**src/rtl/mca_pkg.sv**
```systemverilog
// Shared definitions for the multichannel-analyser histogram engine:
// one-hot state encodings, command event bit positions and the
// saturating increment used by every counter in the block.
package mca_pkg;

  // One-hot state encodings
  localparam logic [4:0] ST_PAUSE_OH = 5'b00001;
  localparam logic [4:0] ST_IDLE_OH  = 5'b00010;
  localparam logic [4:0] ST_READ_OH  = 5'b00100;
  localparam logic [4:0] ST_WRITE_OH = 5'b01000;
  localparam logic [4:0] ST_CLEAR_OH = 5'b10000;

  typedef enum logic [4:0] {
    ST_PAUSE = ST_PAUSE_OH,
    ST_IDLE  = ST_IDLE_OH,
    ST_READ  = ST_READ_OH,
    ST_WRITE = ST_WRITE_OH,
    ST_CLEAR = ST_CLEAR_OH
  } state_t;

  // Command event vector layout; lower index = higher priority
  localparam int CMD_W     = 3;
  localparam int CMD_CLEAR = 0;
  localparam int CMD_PAUSE = 1;
  localparam int CMD_START = 2;

  // Widest counter the saturating helper supports
  localparam int SAT_W = 64;

  // Increment value, holding at the all-ones value of a width-bit counter
  function automatic logic [SAT_W-1:0] sat_inc(input logic [SAT_W-1:0] value,
                                               input int width);
    logic [SAT_W-1:0] max_v;
    if (width >= SAT_W) begin
      max_v = {SAT_W{1'b1}};
    end else begin
      max_v = (SAT_W'(1) << width) - SAT_W'(1);
    end
    if (value >= max_v) begin
      sat_inc = max_v;
    end else begin
      sat_inc = value + SAT_W'(1);
    end
  endfunction

endpackage

```
**src/rtl/mca_cmd_sync.sv**
```systemverilog
// Rising-edge detector and priority encoder for the three level commands.
// The first clock after reset only primes the history registers, so a
// command held high through reset never produces an event.
module mca_cmd_sync
  import mca_pkg::*;
(
  input  logic             clk,
  input  logic             rst_n,
  input  logic             cmd_start,
  input  logic             cmd_pause,
  input  logic             cmd_clear,
  output logic [CMD_W-1:0] cmd_event
);

  logic             armed;
  logic [CMD_W-1:0] cmd_prev;
  logic [CMD_W-1:0] cmd_raw;
  logic [CMD_W-1:0] cmd_edge;

  // Gather commands into the priority-ordered vector and find rising edges
  always_comb begin
    cmd_raw            = '0;
    cmd_raw[CMD_CLEAR] = cmd_clear;
    cmd_raw[CMD_PAUSE] = cmd_pause;
    cmd_raw[CMD_START] = cmd_start;
    cmd_edge           = cmd_raw & ~cmd_prev & {CMD_W{armed}};
  end

  // Command history and arming flag
  always_ff @(posedge clk or negedge rst_n) begin
    if (!rst_n) begin
      armed    <= 1'b0;
      cmd_prev <= '0;
    end else begin
      armed    <= 1'b1;
      cmd_prev <= cmd_raw;
    end
  end

  // Keep only the highest-priority edge: clear > pause > start
  always_comb begin
    cmd_event = '0;
    if (cmd_edge[CMD_CLEAR]) begin
      cmd_event[CMD_CLEAR] = 1'b1;
    end else if (cmd_edge[CMD_PAUSE]) begin
      cmd_event[CMD_PAUSE] = 1'b1;
    end else if (cmd_edge[CMD_START]) begin
      cmd_event[CMD_START] = 1'b1;
    end else begin
      cmd_event = '0;
    end
  end

endmodule

```
**src/rtl/mca_histogram.sv**
```systemverilog
// Multichannel-analyser histogram engine. Each accepted pulse height is
// binned into a channel of an external single-port synchronous count RAM
// with a read-modify-write (IDLE -> READ -> WRITE). Counts saturate, a
// preset total can stop acquisition, pulses arriving during the RMW are
// counted as dead-time losses and CLEAR sweeps the whole RAM to zero.
module mca_histogram
  import mca_pkg::*;
#(
  parameter int ADC_W  = 14,
  parameter int ADDR_W = 10,  // must not exceed ADC_W
  parameter int CNT_W  = 32   // at most SAT_W
) (
  input  logic              CLOCK_65,
  input  logic              rst_n,
  input  logic [ADC_W-1:0]  pulse_height,
  input  logic              pulse_valid,
  input  logic              cmd_start,
  input  logic              cmd_pause,
  input  logic              cmd_clear,
  input  logic [CNT_W-1:0]  preset_counts,
  output logic [ADDR_W-1:0] mem_addr,
  output logic              mem_wr_en,
  output logic [CNT_W-1:0]  mem_wr_data,
  input  logic [CNT_W-1:0]  mem_rd_data,
  output logic              running,
  output logic              clearing,
  output logic              preset_done,
  output logic              sat_flag,
  output logic [CNT_W-1:0]  total_count,
  output logic [CNT_W-1:0]  dropped_count
);

  localparam logic [ADDR_W-1:0] LAST_ADDR = {ADDR_W{1'b1}};

  // Saturating increment at the counter width
  function automatic logic [CNT_W-1:0] cnt_inc(input logic [CNT_W-1:0] v);
    return CNT_W'(sat_inc(SAT_W'(v), CNT_W));
  endfunction

  logic [CMD_W-1:0] cmd_event;
  logic             ev_clear;
  logic             ev_pause;
  logic             ev_start;

  state_t            state;
  state_t            state_nxt;
  logic [ADDR_W-1:0] addr_nxt;
  logic [CNT_W-1:0]  total_nxt;
  logic [CNT_W-1:0]  dropped_nxt;
  logic              sat_nxt;
  logic              preset_done_nxt;
  logic              running_nxt;
  logic              clearing_nxt;
  logic              pause_pend;
  logic              pause_pend_nxt;
  logic              clear_pend;
  logic              clear_pend_nxt;
  logic              clear_now;
  logic              pause_now;
  logic              preset_hit;

  // Low pulse-height bits below the channel field are intentionally dropped
  logic unused_height;
  assign unused_height = ^pulse_height;

  mca_cmd_sync u_cmd_sync (
    .clk       (CLOCK_65),
    .rst_n     (rst_n),
    .cmd_start (cmd_start),
    .cmd_pause (cmd_pause),
    .cmd_clear (cmd_clear),
    .cmd_event (cmd_event)
  );

  assign ev_clear = cmd_event[CMD_CLEAR];
  assign ev_pause = cmd_event[CMD_PAUSE];
  assign ev_start = cmd_event[CMD_START];

  // Next-state and datapath decode
  always_comb begin
    state_nxt       = state;
    addr_nxt        = mem_addr;
    total_nxt       = total_count;
    dropped_nxt     = dropped_count;
    sat_nxt         = sat_flag;
    preset_done_nxt = preset_done;
    pause_pend_nxt  = pause_pend;
    clear_pend_nxt  = clear_pend;
    clear_now       = 1'b0;
    pause_now       = 1'b0;
    preset_hit      = 1'b0;

    unique case (state)
      ST_PAUSE: begin
        if (ev_clear) begin
          state_nxt = ST_CLEAR;
          addr_nxt  = '0;
        end else if (ev_start) begin
          state_nxt       = ST_IDLE;
          preset_done_nxt = 1'b0;
        end else begin
          state_nxt = ST_PAUSE;
        end
      end

      ST_IDLE: begin
        // Pause beats a simultaneous pulse; that pulse is not counted anywhere
        if (ev_clear) begin
          state_nxt = ST_CLEAR;
          addr_nxt  = '0;
        end else if (ev_pause) begin
          state_nxt = ST_PAUSE;
        end else if (pulse_valid) begin
          state_nxt = ST_READ;
          addr_nxt  = pulse_height[ADC_W-1 -: ADDR_W];
        end else begin
          state_nxt = ST_IDLE;
        end
      end

      ST_READ: begin
        if (pulse_valid) begin
          dropped_nxt = cnt_inc(dropped_count);
        end else begin
          dropped_nxt = dropped_count;
        end
        if (ev_clear) begin
          clear_pend_nxt = 1'b1;
        end else if (ev_pause) begin
          pause_pend_nxt = 1'b1;
        end else begin
          clear_pend_nxt = clear_pend;
        end
        state_nxt = ST_WRITE;
      end

      ST_WRITE: begin
        if (pulse_valid) begin
          dropped_nxt = cnt_inc(dropped_count);
        end else begin
          dropped_nxt = dropped_count;
        end
        if (&mem_rd_data) begin
          sat_nxt = 1'b1;
        end else begin
          sat_nxt = sat_flag;
        end
        total_nxt  = cnt_inc(total_count);
        preset_hit = (preset_counts != '0) && (total_nxt == preset_counts);
        clear_now  = clear_pend | ev_clear;
        pause_now  = pause_pend | ev_pause;
        clear_pend_nxt = 1'b0;
        pause_pend_nxt = 1'b0;
        if (preset_hit) begin
          preset_done_nxt = 1'b1;
        end else begin
          preset_done_nxt = preset_done;
        end
        // The write in this cycle always lands before any pending command acts
        if (clear_now) begin
          state_nxt = ST_CLEAR;
          addr_nxt  = '0;
        end else if (preset_hit || pause_now) begin
          state_nxt = ST_PAUSE;
        end else begin
          state_nxt = ST_IDLE;
        end
      end

      ST_CLEAR: begin
        total_nxt   = '0;
        dropped_nxt = '0;
        sat_nxt     = 1'b0;
        if (ev_clear) begin
          addr_nxt = '0;
        end else if (mem_addr == LAST_ADDR) begin
          state_nxt = ST_PAUSE;
        end else begin
          addr_nxt = mem_addr + ADDR_W'(1);
        end
      end

      default: begin
        state_nxt = ST_PAUSE;
        addr_nxt  = '0;
      end
    endcase

    running_nxt  = (state_nxt == ST_IDLE) || (state_nxt == ST_READ) ||
                   (state_nxt == ST_WRITE);
    clearing_nxt = (state_nxt == ST_CLEAR);
  end

  // State register and registered outputs
  always_ff @(posedge CLOCK_65 or negedge rst_n) begin
    if (!rst_n) begin
      state         <= ST_PAUSE;
      mem_addr      <= '0;
      total_count   <= '0;
      dropped_count <= '0;
      sat_flag      <= 1'b0;
      preset_done   <= 1'b0;
      running       <= 1'b0;
      clearing      <= 1'b0;
      pause_pend    <= 1'b0;
      clear_pend    <= 1'b0;
    end else begin
      state         <= state_nxt;
      mem_addr      <= addr_nxt;
      total_count   <= total_nxt;
      dropped_count <= dropped_nxt;
      sat_flag      <= sat_nxt;
      preset_done   <= preset_done_nxt;
      running       <= running_nxt;
      clearing      <= clearing_nxt;
      pause_pend    <= pause_pend_nxt;
      clear_pend    <= clear_pend_nxt;
    end
  end

  // RAM write strobe and data decoded from state and the read-back count
  always_comb begin
    mem_wr_en   = (state == ST_WRITE) || (state == ST_CLEAR);
    mem_wr_data = '0;
    if (state == ST_WRITE) begin
      mem_wr_data = cnt_inc(mem_rd_data);
    end else begin
      mem_wr_data = '0;
    end
  end

endmodule

```
**config.mk**
```make
export PLATFORM = sky130hd
export DESIGN_NAME = mca_histogram
export DESIGN_NICKNAME = d
export VERILOG_FILES = /design/src/rtl/mca_pkg.sv /design/src/rtl/mca_cmd_sync.sv /design/src/rtl/mca_histogram.sv
export SDC_FILE = /design/constraint.sdc
export NUM_CORES = 1
export LEC_CHECK = 0
export BUFFER_PORTS_ARGS = -buffer_cell sky130_fd_sc_hd__clkbuf_2
export CAP_MARGIN = 10
export CELL_PAD_IN_SITES_DETAIL_PLACEMENT = 0
export CELL_PAD_IN_SITES_GLOBAL_PLACEMENT = 1
export CORE_ASPECT_RATIO = 0.8
export CORE_MARGIN = 10
export CORE_UTILIZATION = 41
export DETAILED_ROUTE_END_ITERATION = 10
export GPL_ROUTABILITY_DRIVEN = 0
export PLACE_DENSITY = 0.85
export SYNTH_ARGS = -nofsm -noshare
export SYNTH_HDL_FRONTEND = slang
export SYNTH_SLANG_ARGS = --single-unit
```
**constraint.sdc**
```tcl
create_clock -name CLOCK_65 -period 5.2 [get_ports CLOCK_65]
set_clock_uncertainty 0.05 [all_clocks]
set_input_delay 0.52 -clock CLOCK_65 [delete_from_list [all_inputs] [get_ports CLOCK_65]]
set_output_delay 0.52 -clock CLOCK_65 [all_outputs]
set_load 0.02 [all_outputs]
```
## After elaboration in Yosys (flattened, before gate mapping)

Cells that the tools add are included.

| cells by class | value |
|---|---|
| magnitude comparators | 4 |
| muxes and demuxes | 48 |
| equality and inequality tests | 25 |
| add/subtract/negate cells | 4 |
| bitwise logic cells | 6 |
| reduce and logical (&&, ||, !) cells | 17 |
| multiply operators | 0 |
| shifts and indexed selects | 0 |
| divide/modulo/power cells | 0 |

Operator list:

| kind | count |
|---|---|
| $ge 32x64->1 | 4 |
| $mux 32 | 8 |
| $mux 64 | 4 |
| $add 32x1->32 const B | 3 |
| $pmux 32 s3 | 1 |
| $mux 10 | 7 |
| $pmux 32 s2 | 1 |
| $pmux 10 s5 | 1 |
| $eq 32x32->1 | 1 |
| $reduce_and 32->1 | 1 |
| $reduce_bool 32->1 | 1 |
| $mux 5 | 5 |
| $pmux 5 s5 | 1 |
| $ne 2x2->1 const B | 11 |
| $mux 1 | 11 |
| $add 10x1->10 const B | 1 |
| $eq 10x10->1 const B | 1 |
| $eq 5x2->1 const B | 2 |
| $eq 5x3->1 const B | 2 |
| $eq 5x4->1 const B | 2 |
| $eq 5x5->1 const B | 2 |
| $ne 3x3->1 const B | 3 |
| $pmux 1 s2 | 4 |
| $and 3x3->3 | 2 |
| other kinds (14) | 25 |

| storage, ports and cells | value |
|---|---|
| bits in latches | 0 |
| memories | 0 |
| output and inout port bits | 111 |
| memory bits (read-only) | 0 |
| logic and storage cells | 116 |
| bits in writable memories | 0 |
| flip-flop bits (word level) | 89 |
| input bits | 84 |

## Longest topological paths before layout

| depth | value |
|---|---|
| depth after elaboration | 14 |
| depth in mapped cells | 12 |
| gate-level depth less buffers | 10 |

## Cells and area by module

A second synthesis with hierarchy kept.

| second synthesis, totals | value |
|---|---|
| cells, all modules | 886 |
| area total of the unflattened synthesis | 6861.6 um^2 |

By module, submodules not included:

| module | area an instance (um^2) | times used | cells an instance | seq. area each (um^2) |
|---|---|---|---|---|
| mca_histogram | 6701.4 | 1 | 875 | 2128.3 |
| mca_cmd_sync | 160.2 | 1 | 11 | 100.1 |

## Worst setup path before layout

OpenSTA, ideal clock, no wires.

| path | value |
|---|---|
| path kind | input port to output port |
| start point | input port mem_rd_data[0] |
| end point | output port mem_wr_data[10] |
| required time | 4.630 ns |
| cell stages on the path | 9 |
| setup slack | 1.963 ns |
| buffers on the path | 1 |
| arrival time | 2.667 ns |
| cell sequence | ha_1 > nand3_1 > nor3_1 > nand2_1 > nor3_1 > and2_1 > nand2_1 > clkbuf_1 > a21oi_1 |

| between the ends | value |
|---|---|
| cells in the longest elaborated chain, start to end | 3 |
| elaborated cells on any way between the ends | 4 |

RTL lines:

| what | line | text |
|---|---|---|
| start: declaration | mca_histogram.sv:24 | `input logic [CNT_W-1:0] mem_rd_data,` |
| $ge 32x64->1 / $add 32x1->32 (equally long branches) | mca_pkg.sv:39, mca_pkg.sv:42 |  |
| $mux 32 (*) | mca_pkg.sv:39 | `if (value >= max_v) begin` |
| $mux 32 (*) | mca_histogram.sv:225 | `if (state == ST_WRITE) begin` |
| end: declaration | mca_histogram.sv:23 | `output logic [CNT_W-1:0] mem_wr_data,` |

Every way passes the cells marked *; elsewhere a longest branch is shown, timed or not.

## Worst setup path in the final report

| path | value |
|---|---|
| start point | input port mem_rd_data[0] |
| end point | output port mem_wr_data[14] |

The elaborated chain is that of the path after synthesis.

==> results.txt <==
- Antenna violations before repair: 0
- Dividing the final minimum period by the clock period gives 0.795.
- The die is about 170 um wide.
- Kind of cell adding the most delay to the critical path: simple AND/OR/NAND/NOR gates
- Sinks on the clock net: 89
- Layout Utilization: 0.503
- Pin placement for this block handled ~200 I/O pins.
- Clock tree synthesis selected as its root buffer the cell sky130_fd_sc_hd__clkbuf_16.
* Final setup vio count: 0
- The initial utilization of the core area, before any placement, comes to 0.419.
* Period minus WS final: 4130 ps
- In the synthesized netlist the dominant register cell turns out to be sky130_fd_sc_hd__dfrtp_1.
- Entering global routing, the biggest net connects between 50 and 60 pins.
* Setup WS pre-CTS: around 1100 ps
- Category of the most critical setup path: in2out
- Detailed placement ended at an HPWL of 18.1 mm.
- After detailed placement, the total cell area comes to between 8000 and 9000 um2.
- Data on the critical path is required at its endpoint by approximately 4600 ps.
* Rel. slew slack: 0.401
- Buffer count from post-CTS setup fixing: 0
* Area share of the largest cell type after synthesis: 0.317
* Proportion of synthesized chip area in sequential cells: 0.321
- TritonCTS built the clock tree.
- Cell area after technology mapping: between 6000 and 7000 um2
* Clock transition at the registers of the reported paths: 70 ps
* Top cells by area, synth: sky130_fd_sc_hd__dfrtp_1 32%, sky130_fd_sc_hd__a21oi_1 5.6%, sky130_fd_sc_hd__nor2_1 5.5%
- Die extent in y: around 140 um
- For the worst-skew pair, the clock arrives at the later sink with an insertion delay of roughly 350 ps.
* Gr usage total: 0.210
- Min-Delay Path Class: in2async
- CTS buffer count: 9
* Path depth of the worst reg2reg path: 10
- Async S/R FF share, synth: 1.00
- The number of gates resized after CTS was 0.
- Number of distinct library cell variants in the gate-level netlist after synthesis: 73
- The number of global-route vias before repair was between 7000 and 8000.
- Max clock buf depth: 2
- Pre-antenna DRT Iters: 7
* Cells traversed along the worst timing path: clkbuf_2 -> ha_1 -> nand3_1 -> nor3_1 -> nand2_1 -> nor3_1 -> and2_1 -> nand2_1 -> a21oi_1 -> clkbuf_2
* Worst setup SP type: primary input
- Number of max-cap violations: 0
- Ratio of cells with drive above 1 in the final layout: 0.228
* Placeable Area: roughly 17000 um2
- The H-tree was split into 3 levels.
- The final max-slew violation count came to 0.
- Critical-path maximum fanout: 28
- Cell taking the most area after synthesis: sky130_fd_sc_hd__dfrtp_1
* Terminus of the critical flop-to-flop path: running
* Sum of overflow across all layers after global routing: 0
- RSZ-0062 raised after global routing: false
- Number of buffers and inverters on the critical path: 2
- Data arrives at the worst endpoint at 3560 ps.
* Post-synth EDFFs: 0
- Relative to the synthesized area, the layout overhead comes to 20.1%.
- Cell row count: 42
* Worst-path cell with the longest stage delay: sky130_fd_sc_hd__nand2_1
* Critical path endpoint category: output port
- Synthesis produced roughly 900 cells.
- Routed length per placed instance: between 15 and 20 um
- Finished Cell Area: around 8300 um2
- Antenna Diode Count: 0
* Outcome: complete, no violations
* Number of design-rule violations left by the first detailed-router iteration: between 700 and 800
- The die covers 22600 um2.
* Pwr per Cell Area: ~220 nW/um2
* Number of buffers inserted by hold repair at cts: 0
- The count of endpoints failing hold in the final timing report was 0.
- For this run, the number of Yosys warnings is 0.
- Mean post-synth cell area: 7.74 um2
- The synthesized design contains just under 90 register bits.
* FF-to-FF setup slack: 1310 ps
- Maximum resistive drop on vdd: approximately 0.00014 V
- When the netlist entered floorplanning its net count stood at between 900 and 1000.
* Global-route wire length before repair: 39.1 mm
- Final setup TNS: 0 ps
* Highest attainable clock frequency: ~240 MHz
- Once detail routing completed, the nets flagged for antenna violations numbered 0.
* Vias post-DR: roughly 7700
- Drt via density: ~6
- Maximum cell stage delay along the critical path: approximately 540 ps
- After detailed routing, the number of remaining DRC violations is 0.
* Slew @ Worst Pin: around 900 ps
- During placement, the flow inserted port buffers numbering 190.
* Least setup slack across all paths after layout: between 1000 and 1500 ps
- In the final design database the tool counted about 1100 nets.
- The routed design has around 24 mm of wire.
- In this run the static leakage power is 0.00347 uW.
* Worst R2R Start: total_count[0]
## cell usage after synthesis, types with 6 or more instances
cell type	count
sky130_fd_sc_hd__a211oi_1	14
sky130_fd_sc_hd__dfrtp_1	88
sky130_fd_sc_hd__or4_1	7
sky130_fd_sc_hd__nor2_1	101
sky130_fd_sc_hd__nand3_1	54
sky130_fd_sc_hd__mux2i_1	6
sky130_fd_sc_hd__o21ai_0	55
sky130_fd_sc_hd__nand2b_1	6
sky130_fd_sc_hd__nand2_1	66
sky130_fd_sc_hd__a311oi_1	22
sky130_fd_sc_hd__clkbuf_1	34
sky130_fd_sc_hd__buf_2	12
sky130_fd_sc_hd__a21oi_1	78
sky130_fd_sc_hd__o22ai_1	7
sky130_fd_sc_hd__inv_1	25
sky130_fd_sc_hd__and2_1	6
sky130_fd_sc_hd__nand4_1	39
sky130_fd_sc_hd__xor2_1	21
sky130_fd_sc_hd__o211ai_1	7
sky130_fd_sc_hd__nor3_1	41
sky130_fd_sc_hd__and3_1	22
sky130_fd_sc_hd__xnor2_1	33
sky130_fd_sc_hd__nor2b_1	6
sky130_fd_sc_hd__a32oi_1	7
sky130_fd_sc_hd__nor4_1	20
sky130_fd_sc_hd__and4_1	7
sky130_fd_sc_hd__or3_1	10
sky130_fd_sc_hd__a31oi_1	17
## layout make-up
class / count / area, um2
clock inverter: 5 / 104
sequential: 89 / 2230
clock buffer: 11 / 243
multi-input combinational: 726 / 4360
fill: 1681 / 8260
timing repair buffer: 202 / 1040
tap: 220 / 275
inverter: 25 / 93.8
## flip-flops by register name (all words and copies together), names as in the netlist
signal	flops
mem_addr	10
preset_done	1
clear_pend	1
total_count	32
u_cmd_sync.cmd_prev	3
clearing	1
pause_pend	1
sat_flag	1
state	5
running	1
dropped_count	32
u_cmd_sync.armed	1
## power by group
part	switching (uW)	total, uW	internal [uW]	leakage [uW]
registers	41.2	765	724	0.00122
clock network	279	762	483	0.000170
logic	174	274	101	0.00209
## metal layers
metal | up-vias | wire length (um) | global-route usage
li1 | 3695 | - | -
met1 | 3634 | 10900 | 0.291
met2 | 355 | 10600 | 0.313
met3 | 18 | 2540 | 0.0701
met4 | 0 | 211 | 0.0404
met5 | - | 0 | 0
## cells in the final DEF, fill, tap and decap left out, types with 4 or more instances in the layout
master                      count
sky130_fd_sc_hd__clkbuf_16      9
sky130_fd_sc_hd__nor2_1       101
sky130_fd_sc_hd__clkbuf_2     189
sky130_fd_sc_hd__o31ai_1        5
sky130_fd_sc_hd__a211o_1        5
sky130_fd_sc_hd__nand2_1       66
sky130_fd_sc_hd__buf_4         13
sky130_fd_sc_hd__a21oi_1       78
sky130_fd_sc_hd__dfrtp_1       88
sky130_fd_sc_hd__nand4_1       39
sky130_fd_sc_hd__nor3_1        39
sky130_fd_sc_hd__xnor2_1       33
sky130_fd_sc_hd__ha_1           4
sky130_fd_sc_hd__o21ai_0       55
sky130_fd_sc_hd__nor4_1        19
sky130_fd_sc_hd__nand2b_1       6
sky130_fd_sc_hd__nor2b_1        6
sky130_fd_sc_hd__a211oi_1      14
sky130_fd_sc_hd__a311oi_1      22
sky130_fd_sc_hd__and2_1         6
sky130_fd_sc_hd__o221a_2        5
sky130_fd_sc_hd__or3_1         10
sky130_fd_sc_hd__o22ai_1        7
sky130_fd_sc_hd__and3_1        22
sky130_fd_sc_hd__inv_1         25
sky130_fd_sc_hd__nand3_1       54
sky130_fd_sc_hd__a31oi_1       17
sky130_fd_sc_hd__mux2i_1        6
sky130_fd_sc_hd__a32oi_1        7
sky130_fd_sc_hd__xor2_1        21
sky130_fd_sc_hd__or4_1          7
sky130_fd_sc_hd__o211ai_1       7
sky130_fd_sc_hd__and4_1         7
## kinds of logic after synthesis
| family | after synthesis | share of synthesized area |
|---|---|---|
| AND/OR/NAND/NOR | 409 | 0.306 |
| AO/OA/AOI/OAI | 251 | 0.233 |
| flip-flops | 89 | 0.321 |
| buffers and inverters | 83 | 0.0545 |
| XOR/XNOR | 54 | 0.0680 |
| multiplexers | 7 | 0.0103 |
| adder cells (fa/ha/maj) | 4 | 0.00720 |
| other | 1 | 0.000539 |
## per-stage QoR
stage / std cells / total power (uW) / hold WS (ps)
5_1_grt: 1278 / 1890 / 105
6_report: 1278 / 1800 / 80.5
4_1_cts: 1278 / 1820 / 89.3
3_5_place_dp: 1262 / 1050 / 432
3_3_place_gp: 1262 / 1050 / 414
2_1_floorplan: 898 / 919 / 174
## worst max-delay path by stage
| stage | from | to | slack (ps) | cells after the start |
|---|---|---|---|---|
| 2_1_floorplan | mem_rd_data[0] | mem_wr_data[10] | 1960 | 9 |
| 3_3_place_gp | mem_rd_data[0] | mem_wr_data[0] | 1100 | 10 |
| 3_5_place_dp | mem_rd_data[0] | mem_wr_data[14] | 1070 | 10 |
| 4_1_cts | mem_rd_data[0] | mem_wr_data[14] | 1060 | 10 |
| 5_1_grt | mem_rd_data[0] | mem_wr_data[1] | 650 | 10 |
| 6_report | mem_rd_data[0] | mem_wr_data[14] | 1070 | 10 |
Power figures use the tool's default switching activity.
